[config.mk]
export PLATFORM = sky130hd
export DESIGN_NAME = ifetch_ctrl_flat
export DESIGN_NICKNAME = d
export VERILOG_FILES = /design/src/rtl/ifetch_pkg.sv /design/src/rtl/ifetch_if.sv /design/src/rtl/ifetch_buf.sv /design/src/rtl/ifetch_ctrl.sv /design/src/flat_wrapper.sv
export SDC_FILE = /design/constraint.sdc
export NUM_CORES = 1
export LEC_CHECK = 0
export BUFFER_PORTS_ARGS = -buffer_cell sky130_fd_sc_hd__buf_2
export CORE_AREA = 2 2 132 121
export DETAILED_ROUTE_END_ITERATION = 10
export DIE_AREA = 0 0 134 123
export GPL_TIMING_DRIVEN = 0
export SLEW_MARGIN = 10
export SYNTH_ARGS = -nofsm -noshare
export SYNTH_HDL_FRONTEND = slang
export SYNTH_SLANG_ARGS = --single-unit
[constraint.sdc]
create_clock -name clk -period 2.35 [get_ports clk]
set_input_delay 0.235 -clock clk [delete_from_list [all_inputs] [get_ports clk]]
set_output_delay 0.235 -clock clk [all_outputs]
set_load 0.01 [all_outputs]
[src/rtl/ifetch_pkg.sv]
// rtl/ifetch_pkg.sv - shared types and constants for the instruction-fetch controller
package ifetch_pkg;

  typedef enum logic [1:0] {
    IDLE = 2'd0,
    REQ  = 2'd1,
    WAIT = 2'd2,
    OUT  = 2'd3
  } state_t;

  localparam logic [31:0] PC_STEP    = 32'd4;
  localparam logic [31:0] FAULT_INST = 32'h0000_0000;

endpackage

[src/rtl/ifetch_if.sv]
// rtl/ifetch_if.sv - instruction-memory request/grant/response bus
interface ifetch_if;
  logic        mem_req;
  logic [31:0] mem_addr;
  logic        mem_gnt;
  logic        mem_rvalid;
  logic [31:0] mem_rdata;

  modport master (output mem_req, mem_addr, input mem_gnt, mem_rvalid, mem_rdata);
  modport slave  (input mem_req, mem_addr, output mem_gnt, mem_rvalid, mem_rdata);
endinterface

[src/rtl/ifetch_buf.sv]
// rtl/ifetch_buf.sv - 65-bit holding register for the fetched word, its PC and fault flag
module ifetch_buf
  import ifetch_pkg::*;
(
  input  logic        clk,
  input  logic        clr,
  input  logic        ld,
  input  logic [31:0] ld_inst,
  input  logic [31:0] ld_pc,
  input  logic        ld_fault,
  output logic [31:0] inst,
  output logic [31:0] inst_pc,
  output logic        inst_fault
);

  logic [64:0] q;

  always_ff @(posedge clk) begin
    if (clr) begin
      q <= '0;
    end else if (ld) begin
      q <= {ld_fault, ld_pc, ld_inst};
    end
  end

  assign inst       = q[31:0];
  assign inst_pc    = q[63:32];
  assign inst_fault = q[64];

endmodule

[src/rtl/ifetch_ctrl.sv]
// rtl/ifetch_ctrl.sv - fetch FSM: one memory read per PC, holds the word for decode, steps or redirects the PC
module ifetch_ctrl
  import ifetch_pkg::*;
(
  input  logic        clk,
  input  logic        rst,
  input  logic [31:0] pc_q,
  output logic        pc_ce,
  output logic [31:0] pc_d,
  ifetch_if.master    mem,
  output logic        inst_valid,
  output logic [31:0] inst,
  output logic [31:0] inst_pc,
  output logic        inst_fault,
  input  logic        inst_ready,
  input  logic        redirect,
  input  logic [31:0] redirect_pc
);

  state_t      state, state_nxt;
  logic        discard, discard_nxt;
  logic [31:0] hold_addr;
  logic        hold_ld;
  logic        buf_ld;
  logic [31:0] buf_inst;
  logic        buf_fault;
  logic        misaligned;

  always_ff @(posedge clk) begin
    if (rst) begin
      state     <= IDLE;
      discard   <= 1'b0;
      hold_addr <= '0;
    end else begin
      state   <= state_nxt;
      discard <= discard_nxt;
      if (hold_ld) hold_addr <= pc_q;
    end
  end

  // Once a redirect lands on an ungranted request, pc_q already points at the
  // new target, so the pending request keeps presenting the captured address.
  assign misaligned = (pc_q[1:0] != 2'b00) && !discard;

  always_comb begin
    state_nxt    = state;
    discard_nxt  = discard;
    hold_ld      = 1'b0;
    pc_ce        = 1'b0;
    pc_d         = pc_q + PC_STEP;
    mem.mem_req  = 1'b0;
    mem.mem_addr = discard ? hold_addr : pc_q;
    buf_ld       = 1'b0;
    buf_inst     = mem.mem_rdata;
    buf_fault    = 1'b0;

    if (!rst) begin
      if (redirect) begin
        pc_ce = 1'b1;
        pc_d  = redirect_pc;
      end
      case (state)
        IDLE: state_nxt = REQ;
        REQ: begin
          if (misaligned) begin
            if (!redirect) begin
              buf_ld    = 1'b1;
              buf_inst  = FAULT_INST;
              buf_fault = 1'b1;
              state_nxt = OUT;
            end
          end else begin
            mem.mem_req = 1'b1;
            if (redirect) begin
              discard_nxt = 1'b1;
              hold_ld     = !discard;
            end
            if (mem.mem_gnt) state_nxt = WAIT;
          end
        end
        WAIT: begin
          if (mem.mem_rvalid) begin
            if (discard || redirect) begin
              discard_nxt = 1'b0;
              state_nxt   = REQ;
            end else begin
              buf_ld    = 1'b1;
              state_nxt = OUT;
            end
          end else if (redirect) begin
            discard_nxt = 1'b1;
          end
        end
        OUT: begin
          // redirect wins over acceptance: no PC step alongside it
          if (redirect) begin
            state_nxt = REQ;
          end else if (inst_ready) begin
            pc_ce     = 1'b1;
            state_nxt = REQ;
          end
        end
        default: state_nxt = IDLE;
      endcase
    end
  end

  assign inst_valid = (state == OUT);

  ifetch_buf u_buf (
    .clk        (clk),
    .clr        (rst),
    .ld         (buf_ld),
    .ld_inst    (buf_inst),
    .ld_pc      (pc_q),
    .ld_fault   (buf_fault),
    .inst       (inst),
    .inst_pc    (inst_pc),
    .inst_fault (inst_fault)
  );

endmodule
[src/flat_wrapper.sv]
// flat-port wrapper written by rule: the top's interface ports become plain ports
module ifetch_ctrl_flat import ifetch_pkg::*;
  (clk, rst, pc_q, pc_ce, pc_d, inst_valid, inst, inst_pc, inst_fault, inst_ready, redirect, redirect_pc, mem_mem_req, mem_mem_addr, mem_mem_gnt, mem_mem_rvalid, mem_mem_rdata);
  ifetch_if mem_i ();
  input  logic clk;
  input  logic rst;
  input  logic [31:0] pc_q;
  output logic pc_ce;
  output logic [31:0] pc_d;
  output logic inst_valid;
  output logic [31:0] inst;
  output logic [31:0] inst_pc;
  output logic inst_fault;
  input  logic inst_ready;
  input  logic redirect;
  input  logic [31:0] redirect_pc;
  output wire logic [$bits(mem_i.mem_req)-1:0] mem_mem_req;
  output wire logic [$bits(mem_i.mem_addr)-1:0] mem_mem_addr;
  input wire logic [$bits(mem_i.mem_gnt)-1:0] mem_mem_gnt;
  input wire logic [$bits(mem_i.mem_rvalid)-1:0] mem_mem_rvalid;
  input wire logic [$bits(mem_i.mem_rdata)-1:0] mem_mem_rdata;
  assign mem_mem_req = mem_i.mem_req;
  assign mem_mem_addr = mem_i.mem_addr;
  assign mem_i.mem_gnt = mem_mem_gnt;
  assign mem_i.mem_rvalid = mem_mem_rvalid;
  assign mem_i.mem_rdata = mem_mem_rdata;
  ifetch_ctrl u_core (.clk(clk), .rst(rst), .pc_q(pc_q), .pc_ce(pc_ce), .pc_d(pc_d), .mem(mem_i), .inst_valid(inst_valid), .inst(inst), .inst_pc(inst_pc), .inst_fault(inst_fault), .inst_ready(inst_ready), .redirect(redirect), .redirect_pc(redirect_pc));
endmodule
==> impl_metrics.tcl, run 1 <==
set metrics [dict create \
    drv_slew 0 \
    hp-start "mem_mem_rvalid" \
    synth-edff-count 0 \
    grt_max_degree 16 \
    rsz0062_at_grt "false" \
    synth_compound_area_share_pct 21.51 \
    wire_per_inst_um 17.10 \
    vias_per_cell 5.320 \
    worst_r2r_startpoint "u_core.state[0]" \
    synth-seq-cells 100 \
    syn-num-nets 784 \
    final_cell_area_um2 6954 \
    worstMarginPinSlew_ps 680.8 \
    holdCritPathClass "input port to register" \
    critPathKind "register to primary output" \
    gp_congestion 0.8278 \
    cts_buffer_depth 2 \
    worst_ep_arrival_time_ps 2050 \
    area_delta_synth_final_pct 33.29 \
    syn-instance-count 678 \
    r2r_setup_slack_ps 220 \
    synthMuxAreaShare_pct 7.314 \
    crit_slowest_cell "buf_1" \
    drc 0 \
    crit_path_cell_trace "buf_2, buf_1, mux2_2, buf_2" \
    drt_pass1_iterations 6 \
    synth_adder_area_share_pct 0.9592 \
    p_per_area_nw_per_um2 826.4 \
    holdBufCountCts 0 \
    worstSkewPairLatency_ps 350 \
    synth_area_um2 5218 \
    final.setup.tns_ps 0 \
    cts_tree "done" \
    dp_hpwl_mm 14.32 \
    ios 234 \
    worst-path-max-fanout 10 \
    hold_viol 0 \
    slew-limit-headroom_pct 54.61 \
    clkPwrFrac_pct 29.1 \
    cts_sinks 100 \
    swShare_pct 37.73 \
    core_area_um2 15120 \
    p_switching_mw 2.168 \
    synth_top_area_share_pct 38.37 \
    reg2regPathDepth 7 \
    dieArea_um2 16480 \
    drtAntennaViolNets 0 \
    ir_worst_vdd_v 0.0004888 \
    ys.flop_type "dfxtp_1" \
    start_util_pct 34.51 \
    fmax_mhz 438.5 \
    yosysSeqAreaShare_pct 38.37 \
    combPwrFrac_pct 37.9 \
    place_ws_ps -15.73 \
    track_usage_pct 22.14 \
    die_y_um 123 \
    placed_area_um2 6621 \
    fin_skew_ps 7.173 \
    synth_top_family_by_area "simple AND/OR/NAND/NOR gates" \
    yosys_warnings 0 \
    synthArstFlopShare_pct 0 \
    synth_cell_types 42 \
    die_width_um 134 \
    setup_slack_ps 69.27 \
    cp-start-kind "register" \
    synth_xor_area_share_pct 2.014 \
    drt_iter0_markers 413 \
    h-tree-depth 3 \
    grt_pass1_vias 5165 \
    outcome "finished clean" \
    grt_pass1_wl_mm 28.51 \
    critPathMostFrequentCell "buf_2" \
    wl_mm 19.23 \
    hold_path_depth 2 \
    num_vias 5980 \
    grt_overflow_total 0 \
    crit_required_ps 2120 \
    period_needed_ps 2281 \
    max_stage_delay_ps 550 \
    drive_gt1_share_pct 33.41 \
    rows 43 \
    p_leak_nw 2.866 \
    r2r_end "u_core.u_buf.q[64]" \
    setup_viol 0 \
    drv_cap 0 \
    synth_area_leaders "dfxtp_1 (38%), a21oi_1 (9.6%), mux2_2 (6.9%)" \
    clock-root-buffer "clkbuf_16" \
    fin_crit_sh_pct 97.05 \
    numCtsBuffers 9 \
    clk_pin_slew_ps 70 \
    synth_top_cell_by_area "dfxtp_1" \
    diodes 0 \
    portBuffers 230 \
    antenna_found_initial 0 \
    nets 1025 \
    seq_power_share_pct 33.0 \
    hold_end "u_core.discard" \
    synthSimpleGateAreaFrac_pct 24.00 \
    p_int_mw 3.578 \
    synth.avg_cell_area_um2 7.695 \
    worstSetupEndpointType "primary output" \
]
cell type report:
| class | count | area, um^2 |
|---|---|---|
| Fill cell | 1593 | 8164 |
| Clock buffer | 9 | 225.2 |
| Buffer | 67 | 286.5 |
| Tap cell | 202 | 252.7 |
| Timing Repair Buffer | 230 | 1151 |
| Multi-Input combinational cell | 505 | 2912 |
| Inverter | 6 | 22.52 |
| Clock inverter | 5 | 102.6 |
| Sequential cell | 100 | 2002 |
synth_stat cells (2+ instances only):
master,instances
ha_1,4
nand3_1,48
buf_1,8
and4_4,2
nand4_4,2
mux2_2,32
o31ai_1,6
nand4_1,38
xnor2_1,4
clkbuf_1,39
or4_1,9
and3_1,4
o211ai_1,3
buf_2,18
a21oi_1,100
dfxtp_1,100
nand2_1,92
xor2_1,8
or3_1,7
nor3b_1,5
buf_4,2
nor2_1,21
and2_1,2
a31oi_1,13
or2_1,2
o21ai_1,28
nand2b_1,2
nand4_2,2
o21ai_0,58
inv_1,6
and4_1,2
worst max path at each step:
stage | start | to | slack [ps] | depth (start not counted)
3_3_place_gp | redirect | pc_d[7] | -7 | 7
2_1_floorplan | pc_q[16] | pc_d[25] | 570 | 6
6_report | u_core.discard | mem_mem_addr[21] | 70 | 4
3_5_place_dp | redirect | pc_d[8] | -20 | 7
4_1_cts | u_core.state[0] | u_core.u_buf.q[26] | 60 | 7
5_1_grt | u_core.discard | mem_mem_addr[30] | 3 | 4
power groups by stage:
stage	clock (mW)	sequential [mW]	combinational, mW
6_report	1.67	1.90	2.18
5_1_grt	1.76	1.92	2.37
4_1_cts	1.70	1.90	2.17
3_5_place_dp	0	1.94	2.16
3_3_place_gp	0	1.93	2.16
2_1_floorplan	0	1.98	1.27
placed cells by master, fill, tap and decap left out, drive strengths merged, types with 2 or more instances in the layout:
cell	count
buf	258
a21oi	100
dfxtp	100
nand2	92
o21ai	86
nand3	48
clkbuf	48
nand4	42
mux2	33
nor2	21
a31oi	13
or4	9
xor2	8
or3	7
inv	6
o31ai	6
nor3b	5
and3	5
xnor2	4
ha	4
and4	4
o211ai	3
bufinv	3
nand2b	2
and2	2
or2	2
nor2b	2
flip-flops by register name (all words and copies together) (netlist names):
register          cells
u_core.hold_addr     32
u_core.state          2
u_core.discard        1
u_core.u_buf.q       65
layer usage:
layer	wire length, um	global-route usage, %	up-vias
li1	-	-	2939
met1	8935	32.47	2777
met4	199	4.987	0
met3	1554	4.223	14
met2	8536	33.65	250
met5	0	0	-
worst max-delay path: cells and delay by family (launching register included):
family / cells / cell delay [ps]
buffers and inverters: 3 / 940
DFF: 1 / 330
muxes: 1 / 420
cell families (layout without fill, tap and decap cells):
family          count (synthesis)  count (layout)
mux                            34              34
buf+inv                        73             317
flops                         100             100
compound gates                213             213
simple gates                  242             242
fa+ha+maj                       4               4
xor+xnor                       12              12
timing repair:
item | CTS | global route
endpoints found under the setup margin | 12 | 51
buffers inserted | 0 | 0
resized for setup | 2 | 4
endpoints found under the hold margin | 0 | 0
stage by stage:
stage / utilization (%) / power [mW] / hold slack (ps) / instances
after global placement: 43.80 / 4.098 / 440.4 / 1110
after detailed placement: 43.80 / 4.094 / 442.8 / 1110
final: 46.00 / 5.747 / 134.7 / 1124
after floorplan: - / 3.250 / 351.1 / 678
after global routing: 46.00 / 6.048 / 133.9 / 1124
after CTS: 45.98 / 5.768 / 116.3 / 1124
No activity file was read; power rests on OpenSTA's default activity.
==> inputs of run 2 (changes only) <==
--- a/config.mk
+++ b/config.mk
@@ -5,10 +5,11 @@
 export SDC_FILE = /design/constraint.sdc
 export NUM_CORES = 1
 export LEC_CHECK = 0
+export ABC_AREA = 1
 export BUFFER_PORTS_ARGS = -buffer_cell sky130_fd_sc_hd__buf_2
-export CORE_AREA = 2 2 132 121
+export CORE_AREA = 8 8 144 133
 export DETAILED_ROUTE_END_ITERATION = 10
-export DIE_AREA = 0 0 134 123
+export DIE_AREA = 0 0 152 141
 export GPL_TIMING_DRIVEN = 0
 export SLEW_MARGIN = 10
 export SYNTH_ARGS = -nofsm -noshare
==> impl_metrics.tcl, run 2 <==
set metrics [dict create \
    outcome "finished clean" \
    grt_pass1_wl_mm 36.30 \
    drive_gt1_share_pct 25.61 \
    final.setup.tns_ps 0 \
    dp_hpwl_mm 18.48 \
    drv_cap 0 \
    swShare_pct 41.84 \
    synth_area_um2 5739 \
    multi_input_area_um2 3078 \
    met2_usage_pct 34.78 \
    antenna_found_initial 1 \
    yosysSeqAreaShare_pct 34.88 \
    area_delta_synth_final_pct 30.63 \
    finalPower_mw 6.576 \
    clk_pin_slew_ps 70 \
    wl_mm 23.75 \
    holdBufCountCts 0 \
    top_register "u_core.u_buf.q" \
    dieArea_um2 21430 \
    cp-start-kind "input port" \
    numCtsBuffers 9 \
    fin_skew_ps 12.24 \
    grt_overflow_total 0 \
    worst_ep_arrival_time_ps 1980 \
    synth_area_leaders "dfxtp_1 (35%), nand2_1 (18%), nand3_1 (7.8%)" \
    largest_register_ffs 65 \
    grt_max_degree 17 \
    final_cell_mix "nand2_1 (269), buf_2 (244), nor2_1 (110)" \
    synthArstFlopShare_pct 0 \
    drc 0 \
    p_switching_mw 2.751 \
    syn-instance-count 938 \
    ys.flop_type "dfxtp_1" \
    max_stage_delay_ps 370 \
    holdCritPathClass "input port to register" \
    use_met3_pct 5.102 \
    slew-limit-headroom_pct 50.57 \
    fin_crit_sh_pct 94.06 \
    yosys_warnings 0 \
    grt_pass1_vias 6421 \
    drv_slew 0 \
    final_common_cell "nand2_1" \
    period_needed_ps 2210 \
    cts_buffer_depth 2 \
    portBuffers 230 \
    cts_tree "done" \
    num_vias 6747 \
    crit_required_ps 2120 \
    seq_power_share_pct 31.7 \
    ir_worst_vdd_v 0.0004548 \
    diodes 0 \
    clkPwrFrac_pct 25.6 \
    ios 234 \
    combPwrFrac_pct 42.7 \
    fmax_mhz 452.4 \
    die_y_um 141 \
    grt_use_met1_pct 27.89 \
    synth_cell_types 31 \
    synth_top_cell_by_area "dfxtp_1" \
    die_width_um 152 \
    worst-path-max-fanout 6 \
    synth-seq-cells 100 \
    cts_sinks 100 \
    nets 1285 \
    drt_iter0_markers 521 \
    critPathMostFrequentCell "nand2_1" \
    p_int_mw 3.825 \
    grt_busiest_layer "met2" \
    vias_per_cell 4.840 \
    crit_path_cell_trace "buf_2, ha_1, nand2_1, nor2_2, nand2_1, nor2_1, nand2_1, nand3_1, o21ai_0, inv_1, buf_2" \
    worstSetupEndpointType "primary output" \
    yosysMostFrequentCell "nand2_1" \
    r2r_setup_slack_ps 190 \
    gp_congestion 0.8912 \
    reg.largest.list "u_core.u_buf.q x65, u_core.hold_addr x32, u_core.state x2" \
    synth_top_area_share_pct 34.88 \
    crit_slowest_cell "nor2_1" \
    p_leak_nw 3.712 \
    rsz0062_at_grt "false" \
    clock-root-buffer "clkbuf_16" \
    worstMarginPinSlew_ps 741.5 \
    hold_ws_ps 160.3 \
    fillerInstances 1848 \
    core_area_um2 16610 \
    track_usage_pct 21.47 \
    start_util_pct 34.55 \
    worstSkewPairLatency_ps 350 \
    h-tree-depth 3 \
    hold_viol 0 \
    synth_commonest_cells "nand2_1 (269), nor2_1 (112), dfxtp_1 (100), inv_1 (97), nand3_1 (89)" \
    rows 45 \
    setup_viol 0 \
    synth-edff-count 0 \
    critPathKind "input port to primary output" \
    p_per_area_nw_per_um2 877.1 \
    syn-num-nets 1044 \
    seq_area_um2 2002 \
    wire_per_inst_um 17.04 \
    drtAntennaViolNets 0 \
    drt_pass1_iterations 5 \
    synth.avg_cell_area_um2 6.119 \
    postCtsSetupBuffers 0 \
]
-- run 2: layout make-up --
type	instances	area share (%)
sequential	100	26.70
clock inverter	4	1.068
inverter	101	5.057
tap	211	3.521
buffer	57	3.872
clock buffer	11	3.371
multi-input combinational	680	41.05
timing repair buffer	230	15.35
-- run 2: cells by family (layout without fill, tap and decap cells) --
kind of cell             after synthesis  in the layout  share of synthesized area (%)
AND/OR/NAND/NOR                      491            491                          35.19
AO/OA/AOI/OAI                        177            177                          16.24
buffers and inverters                158            403                          11.58
flip-flops                           100            100                          34.88
XOR/XNOR                               7              7                          1.068
adder cells (fa/ha/maj)                4              4                         0.8721
multiplexers                           1              1                         0.1744
-- run 2: worst max-delay path, delay by kind of cell --
kind | cells | cell delay [ps]
AO/OA/AOI/OAI | 1 | 80
buffers and inverters | 3 | 380
adder cells (fa/ha/maj) | 1 | 260
AND/OR/NAND/NOR | 6 | 1020
-- run 2: power by group through the flow --
stage	combinational (mW)	clock [mW]	sequential (mW)
3_5_place_dp	2.80	0	2.12
5_1_grt	3.09	1.78	2.12
3_3_place_gp	2.78	0	2.12
6_report	2.81	1.68	2.08
2_1_floorplan	1.63	0	2.21
4_1_cts	2.82	1.72	2.08
-- run 2: metal layers --
metal  share of wire (%)  up-vias
met5               0.051        -
met4                 1.5        2
met3                 7.1       22
met2                  46      232
met1                  46     3042
li1                    -     3449
-- run 2: worst paths after layout --
path / start / end / cells after the start
max: pc_q[3] / pc_d[18] / 11
min: rst / u_core.u_buf.q[39] / 2
max reg2reg: u_core.state[0] / u_core.u_buf.q[28] / 7
min reg2reg: u_core.hold_addr[15] / u_core.hold_addr[15] / 2
-- run 2: repair_timing --
action / 4_1_cts / 5_1_grt
endpoints found under the setup margin: 1 / 24
gates cloned: 0 / 0
resized for setup: 1 / 8
-- run 2: stage by stage --
| stage | setup WS (ps) | instance area, um^2 | std cells | utilization [%] |
|---|---|---|---|---|
| after floorplan | 733.4 | 5739 | 938 | - |
| after global placement | 93.12 | 7154 | 1379 | 43.07 |
| after detailed placement | 75.09 | 7154 | 1379 | 43.07 |
| after CTS | 37.59 | 7488 | 1394 | 45.08 |
| after global routing | 8.730 | 7497 | 1394 | 45.14 |
| final | 139.7 | 7497 | 1394 | 45.14 |
